`config.mk`:
```
export PLATFORM = sky130hd
export DESIGN_NAME = cdb_broadcaster_flat
export DESIGN_NICKNAME = d
export VERILOG_FILES = /design/src/rtl/cdb_broadcaster_if.sv /design/src/rtl/cdb_broadcaster.sv /design/src/flat_wrapper.sv
export SDC_FILE = /design/constraint.sdc
export NUM_CORES = 1
export LEC_CHECK = 0
export CAP_MARGIN = 10
export CORE_UTILIZATION = 46
export DETAILED_ROUTE_END_ITERATION = 12
export DONT_BUFFER_PORTS = 1
export SKIP_LAST_GASP = 1
export SLEW_MARGIN = 20
export SYNTH_ARGS = -nofsm -noshare
export SYNTH_HDL_FRONTEND = slang
export SYNTH_SLANG_ARGS = --single-unit
```
`constraint.sdc`:
```
create_clock -name clock -period 5.25 [get_ports clock]
set_input_delay 1.3125 -clock clock [delete_from_list [all_inputs] [get_ports clock]]
set_output_delay 1.3125 -clock clock [all_outputs]
set_load 0.005 [all_outputs]
```
`src/rtl/cdb_broadcaster_if.sv`:
```
// Handshake bundle between the functional units, the CDB broadcaster and the CDB consumers.
// The broadcaster takes the slave side; the FU/consumer environment takes the master side.
interface cdb_broadcaster_if #(
  parameter int NUM_FU = 4,
  parameter int XLEN   = 32,
  parameter int TAG_W  = 5
);
  logic [NUM_FU-1:0]       fu_valid;
  logic [NUM_FU-1:0]       fu_ready;
  logic [NUM_FU*TAG_W-1:0] fu_tag;
  logic [NUM_FU*XLEN-1:0]  fu_value;
  logic [NUM_FU-1:0]       fu_take_branch;
  logic [NUM_FU*XLEN-1:0]  fu_npc;

  logic                    cdb_valid;
  logic [TAG_W-1:0]        cdb_tag;
  logic [XLEN-1:0]         cdb_value;
  logic                    cdb_take_branch;
  logic [XLEN-1:0]         cdb_npc;
  logic [NUM_FU-1:0]       cdb_grant;

  modport master (
    output fu_valid, fu_tag, fu_value, fu_take_branch, fu_npc,
    input  fu_ready,
    input  cdb_valid, cdb_tag, cdb_value, cdb_take_branch, cdb_npc, cdb_grant
  );

  modport slave (
    input  fu_valid, fu_tag, fu_value, fu_take_branch, fu_npc,
    output fu_ready,
    output cdb_valid, cdb_tag, cdb_value, cdb_take_branch, cdb_npc, cdb_grant
  );
endinterface

```
`src/rtl/cdb_broadcaster.sv`:
```
// Completion-stage CDB transmitter: per-FU result FIFOs feeding a round-robin arbiter
// that drives one registered CDB packet per cycle.
module cdb_broadcaster #(
  parameter int NUM_FU     = 4,
  parameter int XLEN       = 32,
  parameter int ROB_SIZE   = 32,
  parameter int FIFO_DEPTH = 2
) (
  input  logic            clock,
  input  logic            reset,
  input  logic            squash_signal,
  cdb_broadcaster_if.slave bus
);
  localparam int TAG_W = $clog2(ROB_SIZE);
  localparam int PTR_W = $clog2(FIFO_DEPTH);
  localparam int CNT_W = PTR_W + 1;
  localparam int RR_W  = (NUM_FU > 1) ? $clog2(NUM_FU) : 1;

  typedef struct packed {
    logic [TAG_W-1:0] tag;
    logic [XLEN-1:0]  value;
    logic             take_branch;
    logic [XLEN-1:0]  npc;
  } entry_t;

  entry_t            mem    [NUM_FU][FIFO_DEPTH];
  logic [PTR_W-1:0]  rd_ptr [NUM_FU];
  logic [PTR_W-1:0]  wr_ptr [NUM_FU];
  logic [CNT_W-1:0]  count  [NUM_FU];
  logic [RR_W-1:0]   rr_ptr;

  logic [NUM_FU-1:0] ready;
  logic [NUM_FU-1:0] push;
  logic [NUM_FU-1:0] pop;
  logic              found;
  logic [RR_W-1:0]   winner;
  logic [RR_W-1:0]   rr_next;
  entry_t            head;

  entry_t            cdb_q;
  logic              cdb_valid_q;
  logic [NUM_FU-1:0] cdb_grant_q;

  // Readiness looks only at registered counts, so fu_ready never depends on this cycle's arbitration.
  always_comb begin
    ready = '0;
    push  = '0;
    for (int i = 0; i < NUM_FU; i++) begin
      ready[i] = (count[i] != CNT_W'(FIFO_DEPTH));
      push[i]  = bus.fu_valid[i] && ready[i];
    end
  end

  // NOTE: every always_comb output gets a default first so no latch is inferred.
  always_comb begin
    int idx;
    idx    = 0;
    found  = 1'b0;
    winner = '0;
    for (int k = 0; k < NUM_FU; k++) begin
      idx = (int'(rr_ptr) + k) % NUM_FU;
      if (!found && count[idx] != '0) begin
        found  = 1'b1;
        winner = RR_W'(idx);
      end
    end
    pop = '0;
    if (found) pop[winner] = 1'b1;
    rr_next = (int'(winner) == NUM_FU - 1) ? '0 : winner + 1'b1;
    head    = mem[winner][rd_ptr[winner]];
  end

  // NOTE: FIFO storage is not reset; count alone says which entries hold live data.
  always_ff @(posedge clock) begin
    for (int i = 0; i < NUM_FU; i++) begin
      if (push[i]) begin
        mem[i][wr_ptr[i]] <= '{tag:         bus.fu_tag[i*TAG_W +: TAG_W],
                               value:       bus.fu_value[i*XLEN +: XLEN],
                               take_branch: bus.fu_take_branch[i],
                               npc:         bus.fu_npc[i*XLEN +: XLEN]};
      end
    end
  end

  // NOTE: all state here uses non-blocking assignments so every read sees pre-edge values.
  always_ff @(posedge clock) begin
    if (reset) begin
      for (int i = 0; i < NUM_FU; i++) begin
        rd_ptr[i] <= '0;
        wr_ptr[i] <= '0;
        count[i]  <= '0;
      end
      rr_ptr      <= '0;
      cdb_valid_q <= 1'b0;
      cdb_grant_q <= '0;
      cdb_q       <= '0;
    end else if (squash_signal) begin
      // rr_ptr and the data registers are deliberately left alone on a flush.
      for (int i = 0; i < NUM_FU; i++) begin
        rd_ptr[i] <= '0;
        wr_ptr[i] <= '0;
        count[i]  <= '0;
      end
      cdb_valid_q <= 1'b0;
      cdb_grant_q <= '0;
    end else begin
      for (int i = 0; i < NUM_FU; i++) begin
        if (push[i]) wr_ptr[i] <= wr_ptr[i] + 1'b1;
        if (pop[i])  rd_ptr[i] <= rd_ptr[i] + 1'b1;
        case ({push[i], pop[i]})
          2'b10:   count[i] <= count[i] + 1'b1;
          2'b01:   count[i] <= count[i] - 1'b1;
          default: count[i] <= count[i];
        endcase
      end
      cdb_valid_q <= found;
      cdb_grant_q <= pop;
      if (found) begin
        cdb_q  <= head;
        rr_ptr <= rr_next;
      end
    end
  end

  assign bus.fu_ready        = ready;
  assign bus.cdb_valid       = cdb_valid_q;
  assign bus.cdb_grant       = cdb_grant_q;
  assign bus.cdb_tag         = cdb_q.tag;
  assign bus.cdb_value       = cdb_q.value;
  assign bus.cdb_take_branch = cdb_q.take_branch;
  assign bus.cdb_npc         = cdb_q.npc;
endmodule

```
`src/flat_wrapper.sv`:
```
// flat-port wrapper written by rule: the top's interface ports become plain ports
module cdb_broadcaster_flat 
#(
  parameter int NUM_FU     = 4,
  parameter int XLEN       = 32,
  parameter int ROB_SIZE   = 32,
  parameter int FIFO_DEPTH = 2
)
  (clock, reset, squash_signal, bus_fu_valid, bus_fu_tag, bus_fu_value, bus_fu_take_branch, bus_fu_npc, bus_fu_ready, bus_cdb_valid, bus_cdb_tag, bus_cdb_value, bus_cdb_take_branch, bus_cdb_npc, bus_cdb_grant);
  cdb_broadcaster_if #(.NUM_FU(NUM_FU), .XLEN(XLEN), .TAG_W((5))) bus_i ();
  input  logic clock;
  input  logic reset;
  input  logic squash_signal;
  input wire logic [$bits(bus_i.fu_valid)-1:0] bus_fu_valid;
  input wire logic [$bits(bus_i.fu_tag)-1:0] bus_fu_tag;
  input wire logic [$bits(bus_i.fu_value)-1:0] bus_fu_value;
  input wire logic [$bits(bus_i.fu_take_branch)-1:0] bus_fu_take_branch;
  input wire logic [$bits(bus_i.fu_npc)-1:0] bus_fu_npc;
  output wire logic [$bits(bus_i.fu_ready)-1:0] bus_fu_ready;
  output wire logic [$bits(bus_i.cdb_valid)-1:0] bus_cdb_valid;
  output wire logic [$bits(bus_i.cdb_tag)-1:0] bus_cdb_tag;
  output wire logic [$bits(bus_i.cdb_value)-1:0] bus_cdb_value;
  output wire logic [$bits(bus_i.cdb_take_branch)-1:0] bus_cdb_take_branch;
  output wire logic [$bits(bus_i.cdb_npc)-1:0] bus_cdb_npc;
  output wire logic [$bits(bus_i.cdb_grant)-1:0] bus_cdb_grant;
  assign bus_i.fu_valid = bus_fu_valid;
  assign bus_i.fu_tag = bus_fu_tag;
  assign bus_i.fu_value = bus_fu_value;
  assign bus_i.fu_take_branch = bus_fu_take_branch;
  assign bus_i.fu_npc = bus_fu_npc;
  assign bus_fu_ready = bus_i.fu_ready;
  assign bus_cdb_valid = bus_i.cdb_valid;
  assign bus_cdb_tag = bus_i.cdb_tag;
  assign bus_cdb_value = bus_i.cdb_value;
  assign bus_cdb_take_branch = bus_i.cdb_take_branch;
  assign bus_cdb_npc = bus_i.cdb_npc;
  assign bus_cdb_grant = bus_i.cdb_grant;
  cdb_broadcaster #(.NUM_FU(NUM_FU), .XLEN(XLEN), .ROB_SIZE(ROB_SIZE), .FIFO_DEPTH(FIFO_DEPTH)) u_core (.clock(clock), .reset(reset), .squash_signal(squash_signal), .bus(bus_i));
endmodule
```
# Word-level counts from Yosys, hierarchy flattened
# Memories as Yosys holds them, arrays and structs flattened. A register that Yosys moved wholly into a read port is not among the register bits.
# Cells that the tools add are included.
dict set report totals {
  ramBits 576
  in_bits 287
  out_inout_bits 79
  n_memories 4
  reg_bits 77
}
# name depth width rd rd_ports_with_merged_regs write_ports line
set memory_table {}
lappend memory_table {u_core.mem 4 140 1 0 4 cdb_broadcaster.sv:26} ;# entry_t mem [NUM_FU][FIFO_DEPTH];
lappend memory_table {u_core.count 4 2 8 1 4 cdb_broadcaster.sv:29} ;# logic [CNT_W-1:0] count [NUM_FU];
lappend memory_table {u_core.rd_ptr 4 1 5 0 4 cdb_broadcaster.sv:27} ;# logic [PTR_W-1:0] rd_ptr [NUM_FU];
lappend memory_table {u_core.wr_ptr 4 1 4 0 4 cdb_broadcaster.sv:28} ;# logic [PTR_W-1:0] wr_ptr [NUM_FU];
dict set report classes {
  n_eq_ne 13
  mux 146
  n_lt_le_gt_ge 11
  n_addsub 20
  n_reduce_logical 25
  n_bitwise 38
}
# operator count
set op_table {}
lappend op_table {{2-to-1 mux 140 bit} 4}
lappend op_table {{2-to-1 mux 70 bit} 7}
lappend op_table {{demux 70 bit (select 1 bit)} 4}
lappend op_table {{2-to-1 mux 1 bit} 106}
lappend op_table {{2-to-1 mux 2 bit} 23}
lappend op_table {{bitwise OR 1 bit} 32}
lappend op_table {{adder 2 x 1 -> 2 bit (second input constant)} 6}
lappend op_table {{logical AND 1 bit} 12}
lappend op_table {{equality test 2 x 1 -> 1 bit (second input constant)} 5}
lappend op_table {{>= comparator 2 bit (second input constant)} 5}
lappend op_table {{inverter 1 -> 2 bit} 5}
lappend op_table {{OR reduction 2 bit} 5}
lappend op_table {{adder 1 bit (second input constant)} 8}
lappend op_table {{equality test 2 bit (second input constant)} 4}
lappend op_table {{< comparator 2 x 1 -> 1 bit (second input constant)} 4}
lappend op_table {{!= test 2 bit (second input constant)} 4}
lappend op_table {{nonzero test 2 bit} 4}
lappend op_table {{subtractor 2 x 1 -> 2 bit (second input constant)} 4}
lappend op_table {{adder 2 bit (second input constant)} 2}
lappend op_table {{2-to-1 mux 4 bit} 1}
lappend op_table {{logical NOT 1 bit} 3}
lappend op_table {{< comparator 2 x 3 -> 1 bit (second input constant)} 1}
lappend op_table {{demux 1 bit (select 2 bit)} 1}
lappend op_table {{>= comparator 2 x 1 -> 1 bit (second input constant)} 1}
lappend op_table {{other kinds (2)} 2}

# Logic depth before layout (Yosys ltp)
dict set report logic_depth {
  depth_word 24
  depth_mapped 17
}

# Worst setup path after synthesis
# Ideal clock, no wire load.
dict set report synth_timing {
  path_type {input to register}
  from {input bus_fu_valid[0]}
  to {memory u_core.mem[0][100] (netlist bit), enable pin}
  n_path_buf 0
  t_arrival_ns 4.352
  path_stages 2
  setup_slack_ns 0.400
  t_required_ns 4.751
  path_cell_list {nand2_1 > nor2_1}
}
# element line
set synth_rtl {}
lappend synth_rtl {{from (decl)} flat_wrapper.sv:14} ;# input wire logic [$bits(bus_i.fu_valid)-1:0] bus_fu_valid;
lappend synth_rtl {{to (decl)} cdb_broadcaster.sv:26}

==> results by group <==
STA
  – Worst Tran Pin Value: 1.16 ns
  – Clock period minus worst slack: 4.40 ns
  – Final Max Tran Viols: 0
  – Setup TNS: 0 ns
  – Final hold vios: 0
  – Final WS setup: 0.854 ns
  – Final setup violation count: 0
  – Period Utilization, post-route: 83.7%
  – Worst Skew: 0.0155 ns
  – Slew margin rel.: 22.9%
  – Final hold slack: 0.525 ns
  – FMAX: 227 MHz
  – Unrepaired setup endpoints after global routing: false

Logic synthesis
  – Proportion of synthesized area in mux cells: 2.63%
  – Post-synthesis sequential area ratio: 69.8%
  – Xor/xnor share of the synthesized area: 0.130%
  – Compound-cell area share of the yosys netlist: 19.3%
  – Number of enable flip-flop cells after synthesis: 574
  – Syn nets: 2070
  – Most used flip-flop cell after synthesis: edfxtp_1
  – Synth Instances: 1769
  – Main combinational cell family by area after synthesis: compound AO/OA/AOI/OAI gates
  – Synth Area in Simple Gates: 4.51%
  – Ys async rst share: 0%
  – Mean Syn Cell Area: 15.3 µm²
  – Netlist cell types: 47
  – Adder-cell area share of the yosys netlist: 0.648%
  – Synth Warn #: 0
  – Synth Cell Area: 27000 µm²
  – #FFs+latches synth: 655

Pwr
  – Maximum vdd drop: 1.18 mV
  – Tot Pwr: 23.0 mW
  – Power Dens Cells: 768 nW/µm²
  – Leakage: 11.6 nW

CTS
  – H-tree depth: 3
  – Post-CTS Resized: 0
  – Maximum clock path buffer count: 3
  – Clock-pin slew on the worst setup and hold paths: 0.06 ns
  – Setup bufs post-CTS: 0
  – CTS Hold Buffers Added: 0
  – CTS tree: done
  – Clock root cell: clkbuf_16
  – Cts bufs inserted: 68
  – Worst skew pair latency: 0.61 ns
  – Clk sink count: 655

Finish
  – Final net count: 1989
  – Fin util: 51.6%
  – Footprint of the multi-input gates: 7460 µm²
  – Storage cell area: 18900 µm²
  – Share of layout cells above drive strength 1: 9.19%
  – Fillcell total: 4782
  – Layout area overhead: 10.7%
  – Fin cells: 2509
  – Post-route cell area: 29900 µm²

Drt
  – TritonRoute pass-1 iters: 7
  – Vias: 16.6k
  – Detail Route Antenna Nets: 0
  – Vias per cell: 6.61
  – Initial DRC Count: 1445
  – Total Wirelength: 78400 µm
  – DRC: 0
  – Wire length per cell: 31.2 µm

Die
  – Die Wd: 244 µm
  – # IOs: 366
  – Core area: 57900 µm²
  – Die height: 244 µm
  – Die area: 59700 µm²
  – Initial core utilization: 46.7%
  – Std-Cell Rows: 88

Setup path
  – Arr. time, crit path: 4.90 ns
  – Worst path bufs/invs: 2
  – Worst-path cell chain: nor2_1 > o22a_1 > nand4_1 > a221oi_4 > clkinv_2 > and3_2 > buf_4 > or4_1 > a311oi_1
  – Critical Path Max Stage Delay: 0.68 ns
  – Worst-path maximum fanout: 39
  – Startpoint types: register
  – Delay-heaviest family, CP: simple AND/OR/NAND/NOR gates
  – CP Data Required Time: 5.75 ns
  – Critical Path Sink Type: register
  – CP Class: reg -> reg
  – Slowest CP cell: and3_2

Global route
  – Initial antenna violation count: 4
  – Grt total ovfl: 0
  – Gr usage total: 26.1%
  – Largest net degree at the start of global routing: 207
  – First-pass GRT wire length: 114000 µm
  – Vias in the first global route: 16.8k

Placement
  – Post-Place Setup Slack: 0.965 ns
  – Placer Congestion: 0.844
  – HPWL after DPL: 44400 µm
  – Placed cell area: 27700 µm²
  – PortBufs: 0
  – Placed cells: 2383

Flow run
  – Max Cap Viol: 0

Worst hold path
  – Min-Delay Path Class: reg -> reg

Status
  – Status: finished, final reports clean
worst reg2reg max path: stages (launching register included):
cell and delay, ns:
edfxtp_1 0.45, nor2_1 0.32, o22a_1 0.28, nand4_1 0.16, a221oi_4 0.47, clkinv_2 0.54
and3_2 0.68, buf_4 0.49, or4_1 0.63, a311oi_1 0.30
routing by layer:
layer | vias up | GRT usage [%] | share of wire [%]
met5 | - | 0 | 0.043
met4 | 6 | 8.44 | 2.6
met3 | 130 | 8.32 | 9.5
met2 | 741 | 42.7 | 48
met1 | 8499 | 32.9 | 40
li1 | 7209 | - | -
Yosys cell counts (all sizes together), types with 8 or more instances:
| library cell | count | area share [%] |
|---|---|---|
| nor3 | 14 | 0.26 |
| o211a | 211 | 7.8 |
| a211oi | 211 | 5.9 |
| mux2i | 70 | 2.6 |
| clkbuf | 155 | 2.2 |
| a221o | 70 | 2.6 |
| nand2 | 21 | 0.29 |
| nand2b | 8 | 0.19 |
| or4 | 71 | 2.0 |
| dfxtp | 81 | 6.0 |
| inv | 17 | 0.24 |
| a21oi | 9 | 0.17 |
| nor2 | 94 | 1.3 |
| buf | 33 | 0.57 |
| edfxtp | 574 | 64 |
| a311oi | 70 | 2.3 |
| ha | 14 | 0.65 |
sequential cells by signal (all words and copies together), names as in the netlist, named ones only:
signal	count
u_core.mem	560
u_core.bus.cdb_tag	5
u_core.rr_ptr	2
u_core.bus.cdb_grant	4
u_core.wr_ptr	4
u_core.bus.cdb_take_branch	1
u_core.count	8
u_core.bus.cdb_valid	1
u_core.bus.cdb_value	32
u_core.bus.cdb_npc	32
u_core.rd_ptr	4
cells by family (layout without fill, tap and decap cells):
group / Yosys count / count (layout)
flops: 655 / 655
fa+ha+maj: 14 / 14
other cells: 0 / 3
buf+inv: 205 / 177
xor+xnor: 4 / 4
compound gates: 592 / 592
mux: 71 / 71
simple gates: 228 / 228
cell type report:
cell class	instances	area share [%]
flip-flops and latches	655	63.1
multi-input cells	909	25.0
clock buffers	93	6.41
well taps	765	3.20
repair buffers	37	1.10
clock inverters	30	1.01
inverters	17	0.234
diodes	3	0.0251
final timing paths:
kind                            end                    from  slack (ns)  cells past startpoint
max reg2reg   u_core.bus.cdb_tag[4]      u_core.count[2][0]        0.85                      9
min reg2reg  u_core.bus.cdb_npc[31]  u_core.bus.cdb_npc[31]        0.52                      2
max           u_core.bus.cdb_tag[4]      u_core.count[2][0]        0.85                      9
min          u_core.bus.cdb_npc[31]  u_core.bus.cdb_npc[31]        0.52                      2
placed cells by master, fill, tap and decap left out, types with 15 or more instances in the layout:
| master | Yosys | routed |
|---|---|---|
| edfxtp_1 | 574 | 574 |
| o211a_1 | 211 | 211 |
| a211oi_1 | 211 | 211 |
| nor2_1 | 93 | 88 |
| dfxtp_1 | 81 | 80 |
| or4_1 | 71 | 71 |
| mux2i_1 | 70 | 70 |
| a221o_1 | 70 | 70 |
| a311oi_1 | 70 | 70 |
| clkbuf_16 | 0 | 70 |
| buf_4 | 0 | 33 |
| nand2_1 | 21 | 21 |
| inv_1 | 15 | 15 |
| clkbuf_1 | 155 | 15 |
power breakdown:
part	internal, mW	switching [mW]	leakage [nW]
clock	2.82	2.01	1.08
combinational	3.86	7.27	4.46
sequential	6.59	0.429	6.05
total	13.3	9.71	11.6
(Power assumes the default switching activity.)
